File: config.mk
export PLATFORM = sky130hd
export DESIGN_NAME = ram_arbiter
export DESIGN_NICKNAME = d
export VERILOG_FILES = /design/src/rtl/ram_arbiter.sv
export SDC_FILE = /design/constraint.sdc
export NUM_CORES = 1
export LEC_CHECK = 0
export BUFFER_PORTS_ARGS = -buffer_cell sky130_fd_sc_hd__buf_2
export CAP_MARGIN = 15
export CORE_AREA = 3 3 97 99
export CTS_CLUSTER_SIZE = 8
export DETAILED_ROUTE_END_ITERATION = 8
export DIE_AREA = 0 0 100 102
export GPL_ROUTABILITY_DRIVEN = 0
export PLACE_DENSITY_LB_ADDON = 0.08
export SLEW_MARGIN = 25
export SYNTH_ARGS = -nofsm -noshare
export SYNTH_HDL_FRONTEND = slang
export SYNTH_SLANG_ARGS = --single-unit
export TNS_END_PERCENT = 50
File: constraint.sdc
create_clock -name clk -period 2.4 [get_ports clk]
set_clock_uncertainty 0.1 [all_clocks]
set_input_delay 0.36 -clock clk [delete_from_list [all_inputs] [get_ports clk]]
set_output_delay 0.36 -clock clk [all_outputs]
set_load 0.01 [all_outputs]
File: src/rtl/ram_arbiter.sv
// ram_arbiter: round-robin sharing of one synchronous RAM port between two masters
// Ports: clk, reset (sync, active-high)
//        m0_*/m1_*: addr/wdata/re/we requests in; gnt, rvalid, err out
//        rdata: read data shared by both masters, qualified by mX_rvalid
//        ram_*: RAM port; ram_dout is valid one cycle after ram_re
module ram_arbiter #(
   parameter int AW    = 11,
   parameter int BURST = 4
) (
   input  logic          clk,
   input  logic          reset,
   input  logic [29:0]   m0_addr,
   input  logic [31:0]   m0_wdata,
   input  logic          m0_re,
   input  logic [3:0]    m0_we,
   output logic          m0_gnt,
   output logic          m0_rvalid,
   output logic          m0_err,
   input  logic [29:0]   m1_addr,
   input  logic [31:0]   m1_wdata,
   input  logic          m1_re,
   input  logic [3:0]    m1_we,
   output logic          m1_gnt,
   output logic          m1_rvalid,
   output logic          m1_err,
   output logic [31:0]   rdata,
   output logic [AW-1:0] ram_addr,
   output logic [31:0]   ram_din,
   output logic          ram_re,
   output logic [3:0]    ram_we,
   input  logic [31:0]   ram_dout
);
   localparam logic [3:0] BURST_C = 4'(BURST);
   logic owner_q, owner_d, prev_q, prev_d, rpend_q, rpend_d, rsel_q, rsel_d;
   logic epend_q, epend_d, zero_q, zero_d;
   logic [3:0] cnt_q, cnt_d;
   logic req0, req1, any, win, rd, oor;
   logic [29:0] w_addr;
   logic [3:0] w_we;
   always_comb begin
      req0 = m0_re | (|m0_we);
      req1 = m1_re | (|m1_we);
      any = (req0 | req1) & ~reset;
      // on a tie the owner keeps the port only while its unbroken streak is below BURST
      win = (req0 & req1) ? ((prev_q && cnt_q < BURST_C) ? owner_q : ~owner_q) : req1;
      w_addr = win ? m1_addr : m0_addr;
      w_we = win ? m1_we : m0_we;
      rd = ~(|w_we) & (win ? m1_re : m0_re);
      oor = |(w_addr >> AW);
      m0_gnt = any & ~win;
      m1_gnt = any & win;
      ram_addr = w_addr[AW-1:0];
      ram_din = win ? m1_wdata : m0_wdata;
      ram_re = any & ~oor & rd;
      ram_we = (any & ~oor) ? w_we : 4'b0;
      m0_rvalid = rpend_q & ~rsel_q & ~reset;
      m1_rvalid = rpend_q & rsel_q & ~reset;
      m0_err = epend_q & ~rsel_q & ~reset;
      m1_err = epend_q & rsel_q & ~reset;
      // an out-of-range read still answers, but with zero instead of RAM data
      rdata = zero_q ? 32'b0 : ram_dout;
      owner_d = any ? win : owner_q;
      cnt_d = !any ? cnt_q : (prev_q && win == owner_q) ? ((cnt_q == 4'hf) ? cnt_q : cnt_q + 4'd1) : 4'd1;
      prev_d = any;
      rpend_d = any & rd;
      epend_d = any & oor;
      rsel_d = win;
      zero_d = oor;
   end
   always_ff @(posedge clk) begin
      if (reset) begin
         owner_q <= 1'b1;
         cnt_q <= 4'd0;
         prev_q <= 1'b0;
         rpend_q <= 1'b0;
         epend_q <= 1'b0;
         rsel_q <= 1'b0;
         zero_q <= 1'b0;
      end else begin
         owner_q <= owner_d;
         cnt_q <= cnt_d;
         prev_q <= prev_d;
         rpend_q <= rpend_d;
         epend_q <= epend_d;
         rsel_q <= rsel_d;
         zero_q <= zero_d;
      end
   end
endmodule

==> results of run 1 <==
==> Yosys cell counts <==
library cell,number,share of area
sky130_fd_sc_hd__a211o_1,1,0.0058
sky130_fd_sc_hd__a21bo_2,1,0.0066
sky130_fd_sc_hd__a21oi_1,8,0.027
sky130_fd_sc_hd__a31oi_1,2,0.0083
sky130_fd_sc_hd__and2_1,1,0.0042
sky130_fd_sc_hd__and3_1,3,0.012
sky130_fd_sc_hd__buf_2,6,0.020
sky130_fd_sc_hd__buf_4,3,0.015
sky130_fd_sc_hd__clkbuf_1,7,0.017
sky130_fd_sc_hd__dfxtp_1,10,0.13
sky130_fd_sc_hd__ha_1,1,0.0083
sky130_fd_sc_hd__inv_1,6,0.015
sky130_fd_sc_hd__mux2_2,1,0.0075
sky130_fd_sc_hd__nand2_1,132,0.33
sky130_fd_sc_hd__nand3_1,9,0.030
sky130_fd_sc_hd__nand4_1,4,0.017
sky130_fd_sc_hd__nand4b_1,1,0.0058
sky130_fd_sc_hd__nor2_1,7,0.017
sky130_fd_sc_hd__nor2_2,2,0.0083
sky130_fd_sc_hd__nor2b_1,32,0.13
sky130_fd_sc_hd__nor3_1,2,0.0066
sky130_fd_sc_hd__nor3b_1,3,0.015
sky130_fd_sc_hd__nor4_1,12,0.050
sky130_fd_sc_hd__o2111ai_1,1,0.0058
sky130_fd_sc_hd__o211a_1,1,0.0066
sky130_fd_sc_hd__o211ai_1,1,0.0050
sky130_fd_sc_hd__o211ai_2,1,0.0083
sky130_fd_sc_hd__o21a_1,1,0.0050
sky130_fd_sc_hd__o21ai_0,2,0.0066
sky130_fd_sc_hd__o21ai_1,2,0.0066
sky130_fd_sc_hd__o21ai_2,1,0.0058
sky130_fd_sc_hd__o32ai_2,1,0.011
sky130_fd_sc_hd__o41ai_4,1,0.018
sky130_fd_sc_hd__or2_1,1,0.0042
sky130_fd_sc_hd__or3_1,1,0.0042
sky130_fd_sc_hd__or4_1,2,0.010
sky130_fd_sc_hd__xnor2_1,1,0.0058
sky130_fd_sc_hd__xor2_1,1,0.0058
==> power breakdown <==
group	switching, uW	internal [uW]	total, uW
registers	10.8	178	189
clock network	63.9	144	208
logic	437	434	871
==> routing by layer <==
layer  vias to the layer above  routed length [um]  GRT usage
met5                         -                   0          0
met1                      1206                2550      0.134
met4                         0                  51     0.0187
met2                       132                4380      0.272
met3                         6                 817     0.0369
li1                       1425                   -          -
==> cell type report <==
type / instances / area, um2 / area share
timing repair buffer: 281 / 1620 / 0.484
inverter: 6 / 22.5 / 0.00673
clock buffer: 4 / 55.1 / 0.0165
multi-input combinational: 240 / 1310 / 0.392
tap: 108 / 135 / 0.0404
sequential: 10 / 201 / 0.0602
==> critical path, cell delays in order <==
cell and delay (ns):
sky130_fd_sc_hd__buf_6 0.09, sky130_fd_sc_hd__or4_4 0.53, sky130_fd_sc_hd__or2_4 0.27, sky130_fd_sc_hd__o21ai_4 0.09, sky130_fd_sc_hd__mux2_4 0.33, sky130_fd_sc_hd__and2_4 0.16, sky130_fd_sc_hd__buf_6 0.11
==> cell families (layout without fill, tap and decap cells) <==
kind of cell | count (synthesis) | after routing | synth area share
compound gates | 24 | 24 | 0.126
flops | 10 | 10 | 0.133
buf+inv | 22 | 291 | 0.0673
simple gates | 212 | 212 | 0.646
fa+ha+maj | 1 | 1 | 0.00830
xor+xnor | 2 | 2 | 0.0116
mux | 1 | 1 | 0.00747
==> worst paths after layout <==
path / start / end / slack (ns) / depth (start not counted)
worst max-delay path: m1_we[3] / ram_re / 0.005 / 7
worst min-delay path: reset / cnt_q[3]$_SDFFE_PP0P_ / 0.32 / 2
worst max register to register: cnt_q[3]$_SDFFE_PP0P_ / epend_q$_SDFF_PP0_ / 0.73 / 6
worst min register to register: cnt_q[1]$_SDFFE_PP0P_ / cnt_q[1]$_SDFFE_PP0P_ / 0.39 / 2
==> repair_timing <==
item	4_1_cts	5_1_grt
endpoints found under the setup margin	49	46
setup buffers	0	1
resized for setup	12	35
pin swaps	1	13
gates cloned	0	2
==> sequential cells by signal, summed over array words and instances, names as in the netlist <==
name     cells
cnt_q        4
epend_q      1
owner_q      1
prev_q       1
rpend_q      1
rsel_q       1
zero_q       1
==> metrics by stage <==
step	TNS [ns]	hold slack, ns	instance area (um2)	setup WS [ns]
floorplan	0	0.355	1510	0.0106
global placement	-1.25	0.374	3050	-0.116
detailed placement	-1.63	0.388	3050	-0.126
CTS	-0.00931	0.333	3150	-0.00741
global route	-0.618	0.338	3340	-0.0437
finish	0	0.324	3340	0.00538
==> insert_results.sql, run 1 <==
INSERT INTO impl_metrics (metric_group, metric, value, unit) VALUES
('logic_synthesis', 'ys_ff_latch', '10', ''),
('drt', 'via_per_inst', '4.27', ''),
('clock_tree', 'cts.path.max_buffers', '2', ''),
('logic_synthesis', 'synth_area_per_cell', '5.54', 'um2'),
('setup_path', 'critical_path_class', 'input port to output pin', ''),
('logic_synthesis', 'ys_seq_area_frac', '0.133', ''),
('drt', 'remaining_drc_errors', '0', ''),
('final_layout', 'post_route_cells_drive_above_1_share', '0.595', ''),
('drt', 'firstDrtPassIters', '4', ''),
('die', 'die_width', '100', 'um'),
('drt', 'detailedRoute.firstIterationViolations', '46', ''),
('final_layout', 'final_core_utilization', '0.387', ''),
('setup_path', 'timing.critical_path.arrival', '1.93', 'ns'),
('hold_path', 'worst_hold_path_type', 'input port to register', ''),
('grt', 'wire_length_of_the_first_global_routing_pass', '11.4', 'mm'),
('sta', 'worst_slew_pin_slew', '0.409', 'ns'),
('grt', 'grt_use_total', '0.132', ''),
('logic_synthesis', 'synth_area', '1510', 'um2'),
('power_and_ir_drop', 'design_power_total', '1270', 'uW'),
('sta', 'final-max-slew-violation-count', '0', ''),
('power_and_ir_drop', 'powerDensity', '379', 'nW/um2'),
('clock_tree', 'cts_hold_buf', '0', ''),
('final_layout', 'most-common-layout-cells', '243 x sky130_fd_sc_hd__buf_2, 115 x sky130_fd_sc_hd__nand2_1, 32 x sky130_fd_sc_hd__nor2b_1', ''),
('drt', 'drt_wirelength', '7.80', 'mm'),
('sta', 'achievable-frequency', '0.418', 'GHz'),
('drt', 'vias', '2769', ''),
('power_and_ir_drop', 'p_leak', '0.00199', 'uW'),
('sta', 'rsz_0062_raised_after_global_routing', 'true', ''),
('die', 'io-pin-count', '254', ''),
('die', 'core_area', '8640', 'um2'),
('placement', 'buffer_ports.inserted', '253', ''),
('placement', 'half_perimeter_wire_length_after_placement', '6.68', 'mm'),
('setup_path', 'worstSetupStartpointType', 'input port', ''),
('logic_synthesis', 'syn-instance-count', '272', ''),
('final_layout', 'design.final.nets', '711', ''),
('die', 'die_height', '102', 'um'),
('run_status', 'outcome', 'complete, no violations', ''),
('grt', 'first_global_vias', '2571', ''),
('setup_path', 'worst_setup_path_end_kind', 'output pin', ''),
('clock_tree', 'number_of_clock_buffers_inserted_by_tritoncts', '3', ''),
('sta', 'hold_viol', '0', ''),
('logic_synthesis', 'synth-warning-count', '0', ''),
('drt', 'routed_wire_length_per_instance', '12.0', 'um'),
('sta', 'period_needed', '2.39', 'ns'),
('sta', 'fin_crit_sh', '0.998', ''),
('drt', 'final_antenna_net_count', '0', ''),
('die', 'fp.dieArea', '10200', 'um2'),
('power_and_ir_drop', 'worst_ir_drop_vdd', '0.215', 'mV'),
('setup_path', 'worst-endpoint-required', '1.94', 'ns'),
('clock_tree', 'root_buffer', 'sky130_fd_sc_hd__clkbuf_8', ''),
('grt', 'grt_overflow_total', '0', ''),
('die', 'core.rowCount', '34', ''),
('placement', 'placedCellCount', '642', ''),
('clock_tree', 'ctsHtreeMaxLevel', '1', ''),
('final_layout', 'antenna_cells', '0', ''),
('sta', 'timing.max_slew.rel_slack', '0.725', ''),
('clock_tree', 'cts.clk_slew.worst_paths', '0.05', 'ns'),
('setup_path', 'worstPathMaxFanout', '3', ''),
('logic_synthesis', 'syn_nets', '441', ''),
('final_layout', 'instances_no_fill', '649', ''),
('clock_tree', 'cts_tree', 'yes', ''),
('final_layout', 'post_synthesis_to_final_layout_area_growth', '122', '%'),
('final_layout', 'layout.filler_cells', '964', ''),
('flow_run', 'max-cap-violations', '0', ''),
('sta', 'timing.final.setup_violations', '0', ''),
('grt', 'grt_max_degree', '33', ''),
('final_layout', 'most_common_library_cell_in_the_layout_ignoring_fill_and_taps', 'sky130_fd_sc_hd__buf_2', ''),
('clock_tree', 'cts_num_sinks', '10', ''),
('grt', 'number_of_antenna_violations_at_the_first_check_in_global_routing', '0', ''),
('clock_tree', 'worst_skew_pair.late_latency', '0.23', 'ns'),
('die', 'effective_utilization_at_floorplan', '0.174', ''),
('logic_synthesis', 'post_synthesis_cell_type_count', '38', '');
Power figures use the tool's default switching activity.
==> run 2: changes to the inputs <==
Settings changed: RECOVER_POWER set to 50.
Clock period 2.4 ns to 2.6 ns, I/O delays scaled along.
==> insert_results.sql, run 2 (synthesis gave the netlist of run 1 again) <==
INSERT INTO impl_metrics (metric_group, metric, value, unit) VALUES
('clock_tree', 'worst_skew_pair.late_latency', '0.23', 'ns'),
('clock_tree', 'cts_hold_buf', '0', ''),
('final_layout', 'most_common_library_cell_in_the_layout_ignoring_fill_and_taps', 'sky130_fd_sc_hd__buf_2', ''),
('setup_path', 'cp_slowest_stage_delay', '0.55', 'ns'),
('drt', 'firstDrtPassIters', '4', ''),
('clock_tree', 'root_buffer', 'sky130_fd_sc_hd__clkbuf_8', ''),
('die', 'effective_utilization_at_floorplan', '0.174', ''),
('die', 'core.rowCount', '34', ''),
('final_layout', 'design.final.nets', '700', ''),
('sta', 'final-max-slew-violation-count', '0', ''),
('drt', 'detailedRoute.firstIterationViolations', '27', ''),
('sta', 'final.setup.tns', '0', 'ns'),
('grt', 'grt_max_degree', '33', ''),
('sta', 'rsz_0062_raised_after_global_routing', 'false', ''),
('clock_tree', 'ctsHtreeMaxLevel', '1', ''),
('setup_path', 'worst_path_most_repeated_cell', 'sky130_fd_sc_hd__buf_2', ''),
('sta', 'achievable-frequency', '0.396', 'GHz'),
('setup_path', 'worst_setup_path_end_kind', 'output pin', ''),
('hold_path', 'worst_min_delay_path_endpoint', 'cnt_q[1]$_SDFFE_PP0P_', ''),
('run_status', 'outcome', 'complete, no violations', ''),
('final_layout', 'layout.filler_cells', '1013', ''),
('final_layout', 'most-common-layout-cells', '219 x sky130_fd_sc_hd__buf_2, 132 x sky130_fd_sc_hd__nand2_1, 37 x sky130_fd_sc_hd__clkbuf_1', ''),
('sta', 'period_needed', '2.52', 'ns'),
('drt', 'drt_wirelength', '7.57', 'mm'),
('drt', 'final_antenna_net_count', '0', ''),
('clock_tree', 'cts.repair.resized', '0', ''),
('setup_path', 'timing.critical_path.max_delay_family', 'simple AND/OR/NAND/NOR gates', ''),
('placement', 'post_dp_cell_area', '2990', 'um2'),
('drt', 'remaining_drc_errors', '0', ''),
('setup_path', 'critical_path.cell_chain', 'buf_2, or4_1, or2_4, o21ai_4, mux2_2, and2_1, buf_2', ''),
('final_layout', 'final_area', '2990', 'um2'),
('final_layout', 'post_synthesis_to_final_layout_area_growth', '98.3', '%'),
('drt', 'via_per_inst', '4.18', ''),
('final_layout', 'final_core_utilization', '0.346', ''),
('setup_path', 'worstReg2RegStart', 'cnt_q[2]$_SDFFE_PP0P_', ''),
('clock_tree', 'cts_num_sinks', '10', ''),
('placement', 'buffer_ports.inserted', '253', ''),
('clock_tree', 'post_cts.repair.setup_buffers', '0', ''),
('die', 'core_area', '8640', 'um2'),
('clock_tree', 'cts_tree', 'yes', ''),
('final_layout', 'number_of_flip_flops_in_the_largest_register', '4', ''),
('clock_tree', 'cts.path.max_buffers', '2', ''),
('sta', 'hold_viol', '0', ''),
('placement', 'half_perimeter_wire_length_after_placement', '6.58', 'mm'),
('setup_path', 'worstPathMaxFanout', '3', ''),
('final_layout', 'registers.top_by_ff_count', 'cnt_q', ''),
('setup_path', 'crit_slowest_cell', 'sky130_fd_sc_hd__or4_1', ''),
('sta', 'worst_slew_pin_slew', '1.21', 'ns'),
('sta', 'timing.max_slew.rel_slack', '0.194', ''),
('die', 'io-pin-count', '254', ''),
('setup_path', 'worst-endpoint-required', '2.11', 'ns'),
('grt', 'first_global_vias', '2491', ''),
('setup_path', 'timing.critical_path.arrival', '2.03', 'ns'),
('setup_path', 'end_of_the_worst_register_to_register_path', 'zero_q$_SDFF_PP0_', ''),
('drt', 'vias', '2664', ''),
('setup_path', 'critPathBufInv', '2', ''),
('power_and_ir_drop', 'p_leak', '0.00174', 'uW'),
('clock_tree', 'cts.clk_slew.worst_paths', '0.05', 'ns'),
('die', 'fp.dieArea', '10200', 'um2'),
('hold_path', 'holdCritStartpoint', 'cnt_q[1]$_SDFFE_PP0P_', ''),
('power_and_ir_drop', 'worst_ir_drop_vdd', '0.158', 'mV'),
('power_and_ir_drop', 'design_power_total', '1010', 'uW'),
('grt', 'grt_use_total', '0.129', ''),
('setup_path', 'setup_slack_of_the_most_critical_reg_to_reg_path', '0.90', 'ns'),
('final_layout', 'post_route_cells_drive_above_1_share', '0.467', ''),
('setup_path', 'critical_path_class', 'input port to output pin', ''),
('sta', 'fin_crit_sh', '0.970', ''),
('die', 'die_height', '102', 'um'),
('drt', 'routed_wire_length_per_instance', '11.9', 'um'),
('final_layout', 'antenna_cells', '0', ''),
('clock_tree', 'number_of_clock_buffers_inserted_by_tritoncts', '3', ''),
('grt', 'number_of_antenna_violations_at_the_first_check_in_global_routing', '0', ''),
('die', 'die_width', '100', 'um'),
('power_and_ir_drop', 'powerDensity', '337', 'nW/um2'),
('grt', 'wire_length_of_the_first_global_routing_pass', '10.9', 'mm'),
('hold_path', 'worst_hold_path_type', 'register to register', ''),
('setup_path', 'r2r.worst_path.cells', '6', ''),
('flow_run', 'max-cap-violations', '0', ''),
('setup_path', 'worstSetupStartpointType', 'input port', ''),
('hold_path', 'whs_path_cells', '2', ''),
('grt', 'grt_overflow_total', '0', ''),
('sta', 'timing.final.setup_violations', '0', '');
-- run 2: area by class of cell --
| type | instances | area (um2) | share of cell area |
|---|---|---|---|
| Timing Repair Buffer | 270 | 1360 | 0.454 |
| Inverter | 6 | 22.5 | 0.00754 |
| Clock buffer | 3 | 41.3 | 0.0138 |
| Sequential cell | 10 | 200 | 0.0670 |
| Multi-Input combinational cell | 240 | 1230 | 0.412 |
| Tap cell | 108 | 135 | 0.0452 |
-- run 2: worst register-to-register path: stages (launching register included) --
cell and delay [ns]:
sky130_fd_sc_hd__dfxtp_1 0.37, sky130_fd_sc_hd__nor3b_2 0.27, sky130_fd_sc_hd__xnor2_2 0.15, sky130_fd_sc_hd__o21ai_4 0.17, sky130_fd_sc_hd__mux2_2 0.37, sky130_fd_sc_hd__buf_4 0.14
sky130_fd_sc_hd__nor2_1 0.07
-- run 2: routing by layer --
metal  routed length, um  global-route usage
met1                2620               0.130
met5                   0                   0
met2                4130               0.267
met3                 788              0.0341
met4                  34              0.0187
-- run 2: power breakdown --
| part | internal [uW] | total [uW] | switching (uW) |
|---|---|---|---|
| clock | 101 | 154 | 53.5 |
| sequential | 164 | 175 | 10.4 |
| combinational | 309 | 679 | 370 |
-- run 2: how the worst max path moves through the flow --
| stage | start | to | depth (start not counted) |
|---|---|---|---|
| 2_1_floorplan | m1_we[3] | ram_re | 6 |
| 3_3_place_gp | m1_we[3] | ram_re | 7 |
| 3_5_place_dp | m1_we[3] | ram_re | 7 |
| 4_1_cts | cnt_q[2]$_SDFFE_PP0P_ | ram_we[0] | 7 |
| 5_1_grt | m0_we[0] | ram_addr[3] | 10 |
| 6_report | m1_we[3] | ram_re | 7 |
-- run 2: per-stage QoR --
step / setup WS, ns / hold slack (ns) / instances
4_1_cts: 0.0408 / 0.360 / 637
5_1_grt: 0.0104 / 0.443 / 637
3_5_place_dp: 0.0429 / 0.388 / 634
6_report: 0.0775 / 0.395 / 637
2_1_floorplan: 0.151 / 0.355 / 272
3_3_place_gp: 0.0416 / 0.381 / 634
